[config.mk]
export PLATFORM = sky130hd
export DESIGN_NAME = parking_button_conditioner
export DESIGN_NICKNAME = d
export VERILOG_FILES = /design/src/rtl/parking_button_conditioner.sv
export SDC_FILE = /design/constraint.sdc
export NUM_CORES = 1
export LEC_CHECK = 0
export BUFFER_PORTS_ARGS = -buffer_cell sky130_fd_sc_hd__buf_4
export CORE_UTILIZATION = 60
export CTS_BUF_LIST = sky130_fd_sc_hd__clkbuf_8
export DETAILED_ROUTE_END_ITERATION = 8
export GPL_TIMING_DRIVEN = 0
export PLACE_DENSITY_LB_ADDON = 0.15
export SYNTH_ARGS = -nofsm -noshare
export SYNTH_HDL_FRONTEND = slang
export SYNTH_HIERARCHICAL = 1
export SYNTH_SLANG_ARGS = --single-unit
[constraint.sdc]
create_clock -name clk -period 3.1 [get_ports clk]
set_clock_uncertainty 0.15 [all_clocks]
set_input_delay 0.775 -clock clk [delete_from_list [all_inputs] [get_ports clk]]
set_output_delay 0.775 -clock clk [all_outputs]
set_load 0.01 [all_outputs]
[src/rtl/parking_button_conditioner.sv]
// Six-button input stage: sync, debounce, one pulse per accepted press, serialised by fixed priority.
// Optional auto-repeat on add1..add4 when AUTO_REPEAT_EN is defined.

module pbc_debounce #(
`ifdef AUTO_REPEAT_EN
  parameter bit REP_EN        = 1'b0,
  parameter int REPEAT_CYCLES = 2,
`endif
  parameter int DEBOUNCE_CYCLES = 2
) (
  input  logic clk,
  input  logic rst,
  input  logic btn,
  output logic set_pend
);
  localparam int CW = $clog2(DEBOUNCE_CYCLES);

  logic [1:0]    sync_q, sync_d;
  logic          stable_q, stable_d;
  logic [CW-1:0] cnt_q, cnt_d;

  always_comb begin
    sync_d   = {sync_q[0], btn};
    stable_d = stable_q;
    cnt_d    = '0;
    if (sync_q[1] != stable_q) begin
      if (cnt_q == CW'(DEBOUNCE_CYCLES - 1)) stable_d = sync_q[1];
      else                                   cnt_d    = cnt_q + 1'b1;
    end
  end

  always_ff @(posedge clk or posedge rst) begin
    if (rst) begin
      sync_q   <= '0;
      stable_q <= 1'b0;
      cnt_q    <= '0;
    end else begin
      sync_q   <= sync_d;
      stable_q <= stable_d;
      cnt_q    <= cnt_d;
    end
  end

`ifdef AUTO_REPEAT_EN
  localparam int RW = $clog2(REPEAT_CYCLES);
  logic [RW-1:0] rep_q, rep_d;
  logic          rep_hit;

  // Counter runs only while held; both the rise and the release leave it at zero.
  always_comb begin
    rep_d   = '0;
    rep_hit = 1'b0;
    if (REP_EN && stable_q && stable_d) begin
      if (rep_q == RW'(REPEAT_CYCLES - 1)) rep_hit = 1'b1;
      else                                 rep_d   = rep_q + 1'b1;
    end
  end

  always_ff @(posedge clk or posedge rst) begin
    if (rst) rep_q <= '0;
    else     rep_q <= rep_d;
  end

  assign set_pend = (~stable_q & stable_d) | rep_hit;
`else
  assign set_pend = ~stable_q & stable_d;
`endif
endmodule

module parking_button_conditioner #(
  parameter int DEBOUNCE_CYCLES = 500000,
  parameter int REPEAT_CYCLES   = 50000000
) (
  input  logic clk,
  input  logic rst,
  input  logic btn_add1,
  input  logic btn_add2,
  input  logic btn_add3,
  input  logic btn_add4,
  input  logic btn_rst1,
  input  logic btn_rst2,
  output logic add1,
  output logic add2,
  output logic add3,
  output logic add4,
  output logic rst1,
  output logic rst2,
  output logic pending_any
);
  localparam int NUM_BTN = 6;

  if (DEBOUNCE_CYCLES < 2 || REPEAT_CYCLES < 2) begin : g_bad_param
    $error("parking_button_conditioner: DEBOUNCE_CYCLES and REPEAT_CYCLES must be >= 2");
  end

  // Bit 0 is the highest priority (add1), bit 5 the lowest (rst2).
  logic [NUM_BTN-1:0] btn_raw, set_pend;
  logic [NUM_BTN-1:0] pend_q, pend_d, grant;
  logic [NUM_BTN-1:0] out_q, out_d;
  logic               pany_q, pany_d;

  assign btn_raw = {btn_rst2, btn_rst1, btn_add4, btn_add3, btn_add2, btn_add1};

  for (genvar i = 0; i < NUM_BTN; i++) begin : g_btn
    pbc_debounce #(
`ifdef AUTO_REPEAT_EN
      .REP_EN          (i < 4),
      .REPEAT_CYCLES   (REPEAT_CYCLES),
`endif
      .DEBOUNCE_CYCLES (DEBOUNCE_CYCLES)
    ) u_db (
      .clk      (clk),
      .rst      (rst),
      .btn      (btn_raw[i]),
      .set_pend (set_pend[i])
    );
  end

  // New sets are OR-ed in after the grant is removed, so a same-edge set survives the drain.
  always_comb begin
    grant  = pend_q & (~pend_q + 1'b1);
    pend_d = (pend_q & ~grant) | set_pend;
    out_d  = grant;
    pany_d = |pend_d;
  end

  always_ff @(posedge clk or posedge rst) begin
    if (rst) begin
      pend_q <= '0;
      out_q  <= '0;
      pany_q <= 1'b0;
    end else begin
      pend_q <= pend_d;
      out_q  <= out_d;
      pany_q <= pany_d;
    end
  end

  assign {rst2, rst1, add4, add3, add2, add1} = out_q;
  assign pending_any = pany_q;
endmodule

Yosys cells after proc, flatten, opt, wreduce, memory -nomap -nowiden --
Cells that the tools add are included.
Word-level totals: bits in registers 145, bits in latches 0, RAM bits 0, bits in read-only memories 0, input bits 8, memories 0
Cells by class: add/subtract/negate cells 7, multiply operators 0, div/mod/pow operators 0, order comparisons 0, eq/ne operators 12, shift operators 0, mux-type cells 24, bitwise operators 17, reduce and logical (&&, ||, !) cells 1
Operators with widths (count):
- $mux 19 | 12
- $add 19x1->19 const B | 6
- $eq 19x19->1 const B | 6
- $and 6x6->6 | 2
- $mux 1 | 12
- $not 6->6 | 2
- $add 6x1->6 const B | 1
- $and 1x1->1 | 6
- $ne 1x1->1 | 6
- $not 1->1 | 6
- $or 6x6->6 | 1
- $reduce_or 6->1 | 1

Depth between registers and ports, before layout --
Gate-level depths: netlist of the first run.
depth after elaboration 7, gate-level depth with buffers 7

Modules after synthesis --
The synthesis of the first run kept the hierarchy.
Modules (own cells, without submodules):
- pbc_debounce | instances 6, cells an instance 108, area each 1131.1 um^2, sequential area each 550.5 um^2
- parking_button_conditioner | instances 1, cells an instance 34, area each 470.5 um^2, sequential area each 325.3 um^2

Least setup slack after synthesis of the first run --
OpenSTA, ideal clock, no wires.
path type register to register, from register g_btn[5].u_db.cnt_q[0], to register pany_q (netlist: pending_any), arrival 1.950 ns, setup slack 0.865 ns, cell stages (with the launch flop) 8, buffers on the path 0, period minus slack after synthesis 2.235 ns, path through dfrtp_1 > ha_1 > and3_2 > nand3_1 > nor4_1 > or4_1 > a2111oi_2 > nand3b_1
On the way: longest elaborated chain between the ends 6
RTL lines:
- start, declared | line 20 | logic [CW-1:0] cnt_q, cnt_d;
- start signal, assigned | line 40 | cnt_q <= cnt_d;
- $eq 19x19->1 | line 27 | if (cnt_q == CW'(DEBOUNCE_CYCLES - 1)) stable_d = sync_q[1];
- $mux 1 | line 27
- $mux 1 | line 26 | if (sync_q[1] != stable_q) begin
- $and 1x1->1 | line 66 | assign set_pend = ~stable_q & stable_d;
- via set_pend[5] | line 97 | logic [NUM_BTN-1:0] btn_raw, set_pend;
- $or 6x6->6 | line 122 | pend_d = (pend_q & ~grant) | set_pend;
- $reduce_or 6->1 | line 124 | pany_d = |pend_d;
- via pany_d | line 100 | logic pany_q, pany_d;
- end signal, assigned | line 135 | pany_q <= pany_d;
- end, declared | line 100
The timed path passes the listed nets, and every way through them passes these cells.

Worst setup path in the final report of the first run --
Same ends and word-level chain as after synthesis.

==> impl_metrics.py, run 1 <==
metrics = {
    "status": {
        "status": "complete, but fails checks",
        "violations": "DRC",
    },
    "clocking": {
        "holdBufCountCts": 0,
        "cts_resized": 0,
        "clk_pin_slew_worst_paths_ps": 70,
        "cts_tree": "done",
        "post_cts_buffers": 0,
        "htree_levels": 4,
        "clk_latency_ps": 440,
        "numCtsBuffers": 17,
        "cts_max_path_buffers": 2,
        "numClockSinks": 145,
        "root_buffer": "clkbuf_8",
    },
    "final_layout": {
        "syn_to_final_growth_pct": 9.10,
        "final_cell_mix": "dfrtp_1 (145), nor2_1 (123), xnor2_1 (72), nand3_1 (48), inv_1 (40)",
        "final_util_pct": 68.2,
        "final_common_cell": "dfrtp_1",
        "fin_area_um2": 7920,
        "drive_gt1_share_pct": 16.2,
        "fin_nets": 729,
        "antenna_cells": 0,
    },
    "setup_path": {
        "cp_max_fo": 4,
        "cp_cell_sequence": "ha_1 > and3_2 > nand3_1 > nor4_1 > or4_1 > a2111oi_2 > nand3b_1",
        "arrival_ps": 2570,
        "critPathCaptureType": "flop",
        "endpoint": "pending_any",
        "r2r_setup_slack_ps": 680,
        "crit_path_start_kind": "flop",
        "crit_path_max_incr_delay_ps": 560,
        "r2r-end": "pending_any",
        "cp.required_ps": 3260,
        "r2r_cells": 7,
        "cpMaxStageDelayCell": "or4_1",
        "path_depth": 7,
        "cp_top_family": "simple AND/OR/NAND/NOR gates",
        "critPathKind": "flop to flop",
        "crit_start": "g_btn[5].u_db/cnt_q[0]",
        "critPathBufInv": 0,
        "regToRegStartpoint": "g_btn[5].u_db/cnt_q[0]",
    },
    "global_route": {
        "grt_pass1_vias": 5078,
        "grt_use_total_pct": 23.1,
        "grt_overflow_total": 0,
        "grt_pass1_wl_um": 23000,
        "grt_max_degree": 23,
        "antenna_found_initial": 0,
    },
    "place": {
        "place_area_um2": 7540,
        "numPortBuffers": 14,
        "dp.final_hpwl_um": 9510,
        "gp_congestion": 0.818,
    },
    "die": {
        "die_w_um": 112,
        "num_rows": 39,
        "die-area_um2": 12500,
        "start_util_pct": 62.5,
        "ioPinCount": 15,
        "fp.dieH_um": 112,
        "coreArea_um2": 11600,
    },
    "synthesis": {
        "synth_area_leaders": "dfrtp_1 (50%), xnor2_1 (8.7%), nor2_1 (6.4%)",
        "syn_inst": 682,
        "yosysSeqAreaShare_pct": 50.0,
        "syn_area_per_cell_um2": 10.6,
        "synth.top_cell.area_share_pct": 50.0,
        "syn_area_um2": 7260,
        "ys_ff_latch": 145,
        "yosysUniqueCellTypes": 37,
        "synth_nets": 696,
        "yosys.area.top_type": "dfrtp_1",
        "synth_warnings": 6,
    },
    "timing": {
        "tightest_slew_ps": 883,
        "fin_tns_setup_ps": 0,
        "finalHoldViolCount": 0,
        "setup_viol": 0,
        "clock.fmax_mhz": 414,
        "finalMaxSlewViolations": 0,
        "final.min_clock_period_ps": 2420,
        "finalCritPeriodShare_pct": 77.9,
        "slew_headroom_pct": 41.0,
        "rsz0062_at_grt": "false",
    },
    "routing": {
        "wl_per_cell_um": 15.4,
        "postRouteAntennaNets": 0,
        "vias": 5074,
        "viasPerCell": 5.83,
        "routed_wirelength_um": 13400,
        "drc_errors": 1,
        "dr.pass1.iters": 6,
        "first_iter_violations": 338,
    },
    "power": {
        "power_w": 0.00345,
        "cellPowerDensity_nw_per_um2": 436,
        "p_leak_nw": 3.32,
        "peakVddDrop_uv": 298,
    },
    "hold_path": {
        "hold_path.class": "flop to flop",
        "min_path_cells": 0,
    },
    "run": {
        "cap_violations": 0,
    },
}
[cell type report]
class / count / area (um2)
fill: 904 / 3700
multi-input combinational: 493 / 3420
clock buffer: 21 / 289
clock inverter: 10 / 87.6
tap: 143 / 179
sequential: 145 / 3630
buffer: 6 / 67.6
inverter: 38 / 143
timing repair buffer: 14 / 105
[synth_stat cells (all sizes together)]
cell / instances
inv: 38
or4: 14
nand2: 30
nor3: 18
nor3b: 2
a21oi: 24
xor2: 12
maj3: 1
mux2: 6
nor4b: 1
nand3b: 1
ha: 6
nor4: 37
and4bb: 6
nand4: 24
dfrtp: 145
o21bai: 6
o21ai: 14
nand2b: 8
buf: 6
nand4b: 12
nor4bb: 6
nor2b: 1
xnor2: 72
a21o: 2
a2111oi: 1
nand3: 48
nor2: 123
mux2i: 6
and3: 12
[metrics by stage]
stage               setup WS, ps  std cells  hold WS [ps]
finish                       684        870           200
global placement             722        839           182
detailed placement           688        839           185
global route                 590        870           206
floorplan                    865        682           181
CTS                          676        870           202
[flip-flops by register name, summed over array words and instances, names as in the netlist]
signal,count
g_btn.u_db/cnt_q,114
g_btn.u_db/stable_q,6
g_btn.u_db/sync_q,12
out_q,6
pend_q,6
pending_any,1
[logic make-up (layout without fill, tap and decap cells)]
group                    Yosys count  in the layout  share of synthesized area (%)
AO/OA/AOI/OAI                     47             47                           4.60
XOR/XNOR                          84             84                           10.1
adder cells (fa/ha/maj)            7              7                           1.17
buffers and inverters             44             89                           2.90
flip-flops                       145            145                           50.0
multiplexers                      12             12                           1.76
AND/OR/NAND/NOR                  343            343                           29.4
[layer usage]
layer,vias up,global-route usage (%),share of wire [%]
met4,0,10.2,1.7
met1,2505,28.7,46
met5,-,0,0
li1,2461,-,-
met3,21,5.88,3.0
met2,87,38.3,49
[worst min-delay path by stage]
stage / end / slack (ps) / from
finish: g_btn[0].u_db/sync_q[1] / 200 / g_btn[0].u_db/sync_q[0]
global route: g_btn[0].u_db/sync_q[1] / 210 / g_btn[0].u_db/sync_q[0]
CTS: g_btn[0].u_db/sync_q[1] / 200 / g_btn[0].u_db/sync_q[0]
detailed placement: g_btn[0].u_db/sync_q[1] / 180 / g_btn[0].u_db/sync_q[0]
global placement: g_btn[5].u_db/sync_q[1] / 180 / g_btn[5].u_db/sync_q[0]
floorplan: g_btn[0].u_db/sync_q[1] / 180 / g_btn[0].u_db/sync_q[0]
[report_power, final]
part | total (W) | switching (W) | internal [W]
logic | 0.000126 | 0.0000840 | 0.0000421
clock network | 0.00138 | 0.000670 | 0.000708
registers | 0.00195 | 0.0000277 | 0.00192
total | 0.00345 | 0.000781 | 0.00267
Power figures use the tool's default switching activity.
==> run 2, diff against run 1 <==
==> constraint.sdc (replaced) <==
create_clock -name clk -period 2.5 [get_ports clk]
set_clock_uncertainty 0.15 [all_clocks]
set_input_delay 0.625 -clock clk [delete_from_list [all_inputs] [get_ports clk]]
set_output_delay 0.625 -clock clk [all_outputs]
set_load 0.01 [all_outputs]
==> impl_metrics.py, run 2 (synthesized netlist as in run 1, its figures left out) <==
metrics = {
    "status": {
        "status": "complete, but fails checks",
        "violations": "DRC",
    },
    "die": {
        "coreArea_um2": 11600,
        "die-area_um2": 12500,
        "num_rows": 39,
        "ioPinCount": 15,
        "die_w_um": 112,
        "fp.dieH_um": 112,
        "start_util_pct": 62.5,
    },
    "final_layout": {
        "multiInputGateArea_um2": 3420,
        "final_cell_mix": "dfrtp_1 (145), nor2_1 (123), xnor2_1 (72), nand3_1 (47), inv_1 (40)",
        "final_common_cell": "dfrtp_1",
        "top_register": "g_btn.u_db/cnt_q",
        "regArea_um2": 3630,
        "fin_nets": 729,
        "nFillCells": 903,
        "final_util_pct": 68.2,
        "antenna_cells": 0,
        "syn_to_final_growth_pct": 9.17,
        "drive_gt1_share_pct": 16.4,
        "largestRegisters": "g_btn.u_db/cnt_q (114), g_btn.u_db/sync_q (12)",
        "largest_register_ffs": 114,
    },
    "setup_path": {
        "critPathKind": "flop to flop",
        "crit_path_start_kind": "flop",
        "cp_max_fo": 4,
        "critPathCaptureType": "flop",
        "cp.required_ps": 2660,
        "arrival_ps": 2530,
    },
    "clocking": {
        "clk_pin_slew_worst_paths_ps": 80,
        "numClockSinks": 145,
        "cts_resized": 0,
        "numCtsBuffers": 17,
        "htree_levels": 4,
        "holdBufCountCts": 0,
        "root_buffer": "clkbuf_8",
        "post_cts_buffers": 0,
        "clk_latency_ps": 440,
        "cts_tree": "done",
        "cts_max_path_buffers": 2,
    },
    "routing": {
        "routed_wirelength_um": 13400,
        "vias": 5074,
        "postRouteAntennaNets": 0,
        "wl_per_cell_um": 15.4,
        "drc_errors": 1,
        "dr.pass1.iters": 6,
        "first_iter_violations": 337,
        "viasPerCell": 5.83,
    },
    "global_route": {
        "grt_use_total_pct": 23.1,
        "grt_max_degree": 23,
        "met2_usage_pct": 38.3,
        "gr-max-usage-layer": "met2",
        "grtUsageMet3_pct": 5.88,
        "use_met1_pct": 28.7,
        "grt_overflow_total": 0,
        "grt_pass1_wl_um": 23000,
        "grt_pass1_vias": 5078,
        "antenna_found_initial": 0,
    },
    "place": {
        "dp.final_hpwl_um": 9510,
        "gp_congestion": 0.818,
        "numPortBuffers": 14,
    },
    "timing": {
        "fin_tns_setup_ps": 0,
        "slew_headroom_pct": 41.0,
        "finalMaxSlewViolations": 0,
        "rsz0062_at_grt": "false",
        "final.min_clock_period_ps": 2380,
        "tightest_slew_ps": 883,
        "setup_viol": 0,
        "finalCritPeriodShare_pct": 95.0,
        "finalHoldViolCount": 0,
        "clock.fmax_mhz": 421,
    },
    "power": {
        "cellPowerDensity_nw_per_um2": 540,
        "p_leak_nw": 3.32,
        "peakVddDrop_uv": 370,
    },
    "run": {
        "cap_violations": 0,
    },
    "hold_path": {
        "hold_path.class": "primary input to async pin",
    },
}
==> run 2: cell count changes in the layout (fill, tap and decap cells not counted) <==
cell	delta
nand3_1	-1
nand3_2	+1
==> run 2: path summary, 6_finish.rpt <==
kind	end	start	slack (ps)	depth (start not counted)
min in group clk	g_btn[1].u_db/sync_q[0]	btn_add2	140	1
max in group asynchronous	g_btn[5].u_db/cnt_q[15]	rst	1380	2
setup reg to reg	pending_any	g_btn[2].u_db/cnt_q[0]	120	7
setup / recovery	pending_any	g_btn[2].u_db/cnt_q[0]	120	7
hold reg to reg	g_btn[0].u_db/sync_q[1]	g_btn[0].u_db/sync_q[0]	200	0
hold / removal	out_q[3]	rst	110	2
==> run 2: power by group <==
part	total, W	leakage, nW	internal [W]	switching (W)
combinational	0.000156	1.15	0.0000522	0.000104
clock	0.00171	0.192	0.000878	0.000830
sequential	0.00241	1.98	0.00238	0.0000344
==> run 2: worst max-delay path: stages (launching register included) <==
cell and delay [ps]:
dfrtp_1 420, ha_1 250, and3_2 250, nand3_1 150, nor4_1 80, or4_1 540
a2111oi_2 300, nand3b_1 120
==> run 2: through the flow <==
step / cell area (um2) / cells / worst slack (ps) / hold WS, ps / power, W
after global placement: 7540 / 839 / 122 / 182 / 0.00261
after floorplan: 7260 / 682 / 265 / 181 / 0.00257
after global routing: 7920 / 870 / 33.2 / 97.1 / 0.00446
after detailed placement: 7540 / 839 / 87.9 / 185 / 0.00262
final: 7920 / 870 / 125 / 110 / 0.00428
after CTS: 7920 / 870 / 75.9 / 92.5 / 0.00434
==> run 2: routing by layer <==
| layer | wire (um) | share of wire, % |
|---|---|---|
| met5 | 0 | 0 |
| met3 | 398 | 3.0 |
| met1 | 6180 | 46 |
| met4 | 224 | 1.7 |
| met2 | 6580 | 49 |
==> run 2: area by class of cell <==
| class | instances | area share [%] |
|---|---|---|
| tap | 143 | 2.26 |
| clock buffer | 21 | 3.65 |
| buffer | 6 | 0.853 |
| inverter | 38 | 1.80 |
| multi-input combinational | 493 | 43.2 |
| timing repair buffer | 14 | 1.33 |
| clock inverter | 10 | 1.11 |
| sequential | 145 | 45.8 |
==> run 3, diff against run 2 <==
--- a/config.mk
+++ b/config.mk
@@ -5,10 +5,10 @@
 export SDC_FILE = /design/constraint.sdc
 export NUM_CORES = 1
 export LEC_CHECK = 0
-export BUFFER_PORTS_ARGS = -buffer_cell sky130_fd_sc_hd__buf_4
 export CORE_UTILIZATION = 60
 export CTS_BUF_LIST = sky130_fd_sc_hd__clkbuf_8
 export DETAILED_ROUTE_END_ITERATION = 8
+export DONT_BUFFER_PORTS = 1
 export GPL_TIMING_DRIVEN = 0
 export PLACE_DENSITY_LB_ADDON = 0.15
 export SYNTH_ARGS = -nofsm -noshare
==> constraint.sdc (replaced) <==
create_clock -name clk -period 2.5 [get_ports clk]
set_clock_uncertainty 0.15 [all_clocks]
set_input_delay 0.625 -clock clk [delete_from_list [all_inputs] [get_ports clk]]
set_output_delay 0.625 -clock clk [all_outputs]
set_load 0.05 [all_outputs]
==> impl_metrics.py, run 3 (synthesized netlist as in run 1, its figures left out) <==
metrics = {
    "final_layout": {
        "final_common_cell": "dfrtp_1",
        "final_cells": 861,
        "syn_to_final_growth_pct": 8.45,
        "fin_nets": 718,
        "final_cell_mix": "dfrtp_1 (145), nor2_1 (123), xnor2_1 (72), nand3_1 (47), inv_1 (39)",
        "top_register": "g_btn.u_db/cnt_q",
        "largestRegisters": "g_btn.u_db/cnt_q (114), g_btn.u_db/sync_q (12)",
        "drive_gt1_share_pct": 15.1,
        "largest_register_ffs": 114,
    },
    "routing": {
        "route.met2.wl_um": 6760,
        "routed_wirelength_um": 13600,
        "first_iter_violations": 359,
        "met3_length_um": 521,
        "met1_length_um": 6080,
        "wl_per_cell_um": 15.8,
        "postRouteAntennaNets": 0,
        "drc_errors": 2,
        "dr.pass1.iters": 7,
        "highest_layer": "met4",
        "vias": 5006,
        "viasPerCell": 5.81,
    },
    "setup_path": {
        "cp.required_ps": 2680,
        "critPathKind": "flop to flop",
        "arrival_ps": 2530,
        "regToRegStartpoint": "g_btn[2].u_db/cnt_q[0]",
        "r2r_setup_slack_ps": 150,
        "r2r_cells": 7,
        "cp_max_fo": 4,
        "critPathCaptureType": "flop",
        "crit_path_start_kind": "flop",
        "r2r-end": "pending_any",
    },
    "clocking": {
        "root_buffer": "clkbuf_8",
        "cts_max_path_buffers": 2,
        "clk_latency_ps": 450,
        "clk_pin_slew_worst_paths_ps": 70,
        "htree_levels": 4,
        "numClockSinks": 145,
        "numCtsBuffers": 17,
        "cts_tree": "done",
    },
    "die": {
        "num_rows": 39,
        "die_w_um": 112,
        "die-area_um2": 12500,
        "coreArea_um2": 11600,
        "fp.dieH_um": 112,
        "start_util_pct": 62.5,
        "ioPinCount": 15,
    },
    "timing": {
        "slew_headroom_pct": 44.4,
        "finalMaxSlewViolations": 0,
        "finalHoldViolCount": 0,
        "tightest_slew_ps": 832,
        "finalCritPeriodShare_pct": 94.0,
        "fin_hold_ws_ps": 44.4,
        "setup_viol": 0,
        "clock.fmax_mhz": 426,
        "fin_tns_setup_ps": 0,
        "final.min_clock_period_ps": 2350,
        "rsz0062_at_grt": "false",
    },
    "hold_path": {
        "min_path_cells": 0,
        "hold_path.class": "primary input to flop",
        "min_to": "g_btn[2].u_db/sync_q[0]",
        "min-delay-start": "btn_add3",
    },
    "place": {
        "gp_congestion": 0.827,
        "numPortBuffers": 0,
        "dp.final_hpwl_um": 9420,
        "dpl.cell_count": 825,
    },
    "status": {
        "violations": "DRC",
        "status": "complete, but fails checks",
    },
    "global_route": {
        "grt_overflow_total": 0,
        "grt_pass1_vias": 5065,
        "antenna_found_initial": 2,
        "grt_max_degree": 23,
        "grt_pass1_wl_um": 23600,
        "grt_use_total_pct": 23.8,
    },
    "power": {
        "cellPowerDensity_nw_per_um2": 558,
        "peakVddDrop_uv": 670,
        "p_leak_nw": 3.27,
    },
    "run": {
        "cap_violations": 0,
    },
}
-- run 3: cell count changes in the layout (fill, tap and decap cells not counted), sizes merged --
cell / change
buf: -12
bufinv: +1
dlygate4sd3: +1
diode: +2
inv: -1
-- run 3: routing by layer --
| metal | GRT usage [%] | up-vias |
|---|---|---|
| met5 | 0 | - |
| met4 | 9.51 | 0 |
| met3 | 6.70 | 14 |
| met2 | 38.7 | 60 |
| met1 | 30.1 | 2493 |
| li1 | - | 2439 |
-- run 3: worst max-delay path by stage --
| stage | startpoint | to | slack, ps | cells past startpoint |
|---|---|---|---|---|
| after floorplan | g_btn[5].u_db/cnt_q[0] | pending_any | 270 | 7 |
| after global placement | g_btn[5].u_db/cnt_q[0] | pending_any | 120 | 7 |
| after detailed placement | g_btn[5].u_db/cnt_q[0] | pending_any | 100 | 7 |
| after CTS | g_btn[5].u_db/cnt_q[0] | pending_any | 90 | 7 |
| after global routing | g_btn[1].u_db/cnt_q[0] | pending_any | 20 | 7 |
| final | g_btn[2].u_db/cnt_q[0] | pending_any | 150 | 7 |
-- run 3: area by class of cell --
type	instances	area [um2]
tap	143	179
clock inverter	10	110
timing repair buffer	3	25.0
inverter	38	143
buffer	6	67.6
clock buffer	21	289
fill	888	3740
sequential	145	3630
multi-input combinational	493	3420
antenna	2	5.00
-- run 3: report_power, final --
| part | internal (W) | switching (W) |
|---|---|---|
| clock network | 0.000978 | 0.000855 |
| registers | 0.00238 | 0.0000338 |
| logic | 0.0000489 | 0.000101 |
-- run 3: repair_timing --
item                                    CTS  global route
endpoints found under the setup margin    0             1
hold buffers                              1             0
hold endpoints to repair                 13             0
buffers inserted                          0             2
gates resized for setup                   0             1
-- run 3: through the flow --
step / setup WS, ps / instance area, um2 / util, % / total power [W]
2_1_floorplan: 265 / 7260 / - / 0.00257
3_3_place_gp: 124 / 7440 / 64.0 / 0.00260
3_5_place_dp: 103 / 7440 / 64.0 / 0.00261
4_1_cts: 87.3 / 7850 / 67.6 / 0.00444
5_1_grt: 23.4 / 7870 / 67.7 / 0.00457
6_report: 151 / 7870 / 67.8 / 0.00439
-- run 3: worst max-delay path: stages (launching register included) --
cell	delay, ps
dfrtp_1	410
ha_1	250
and3_2	250
nand3_1	150
nor4_1	80
or4_1	530
a2111oi_2	290
nand3b_1	110
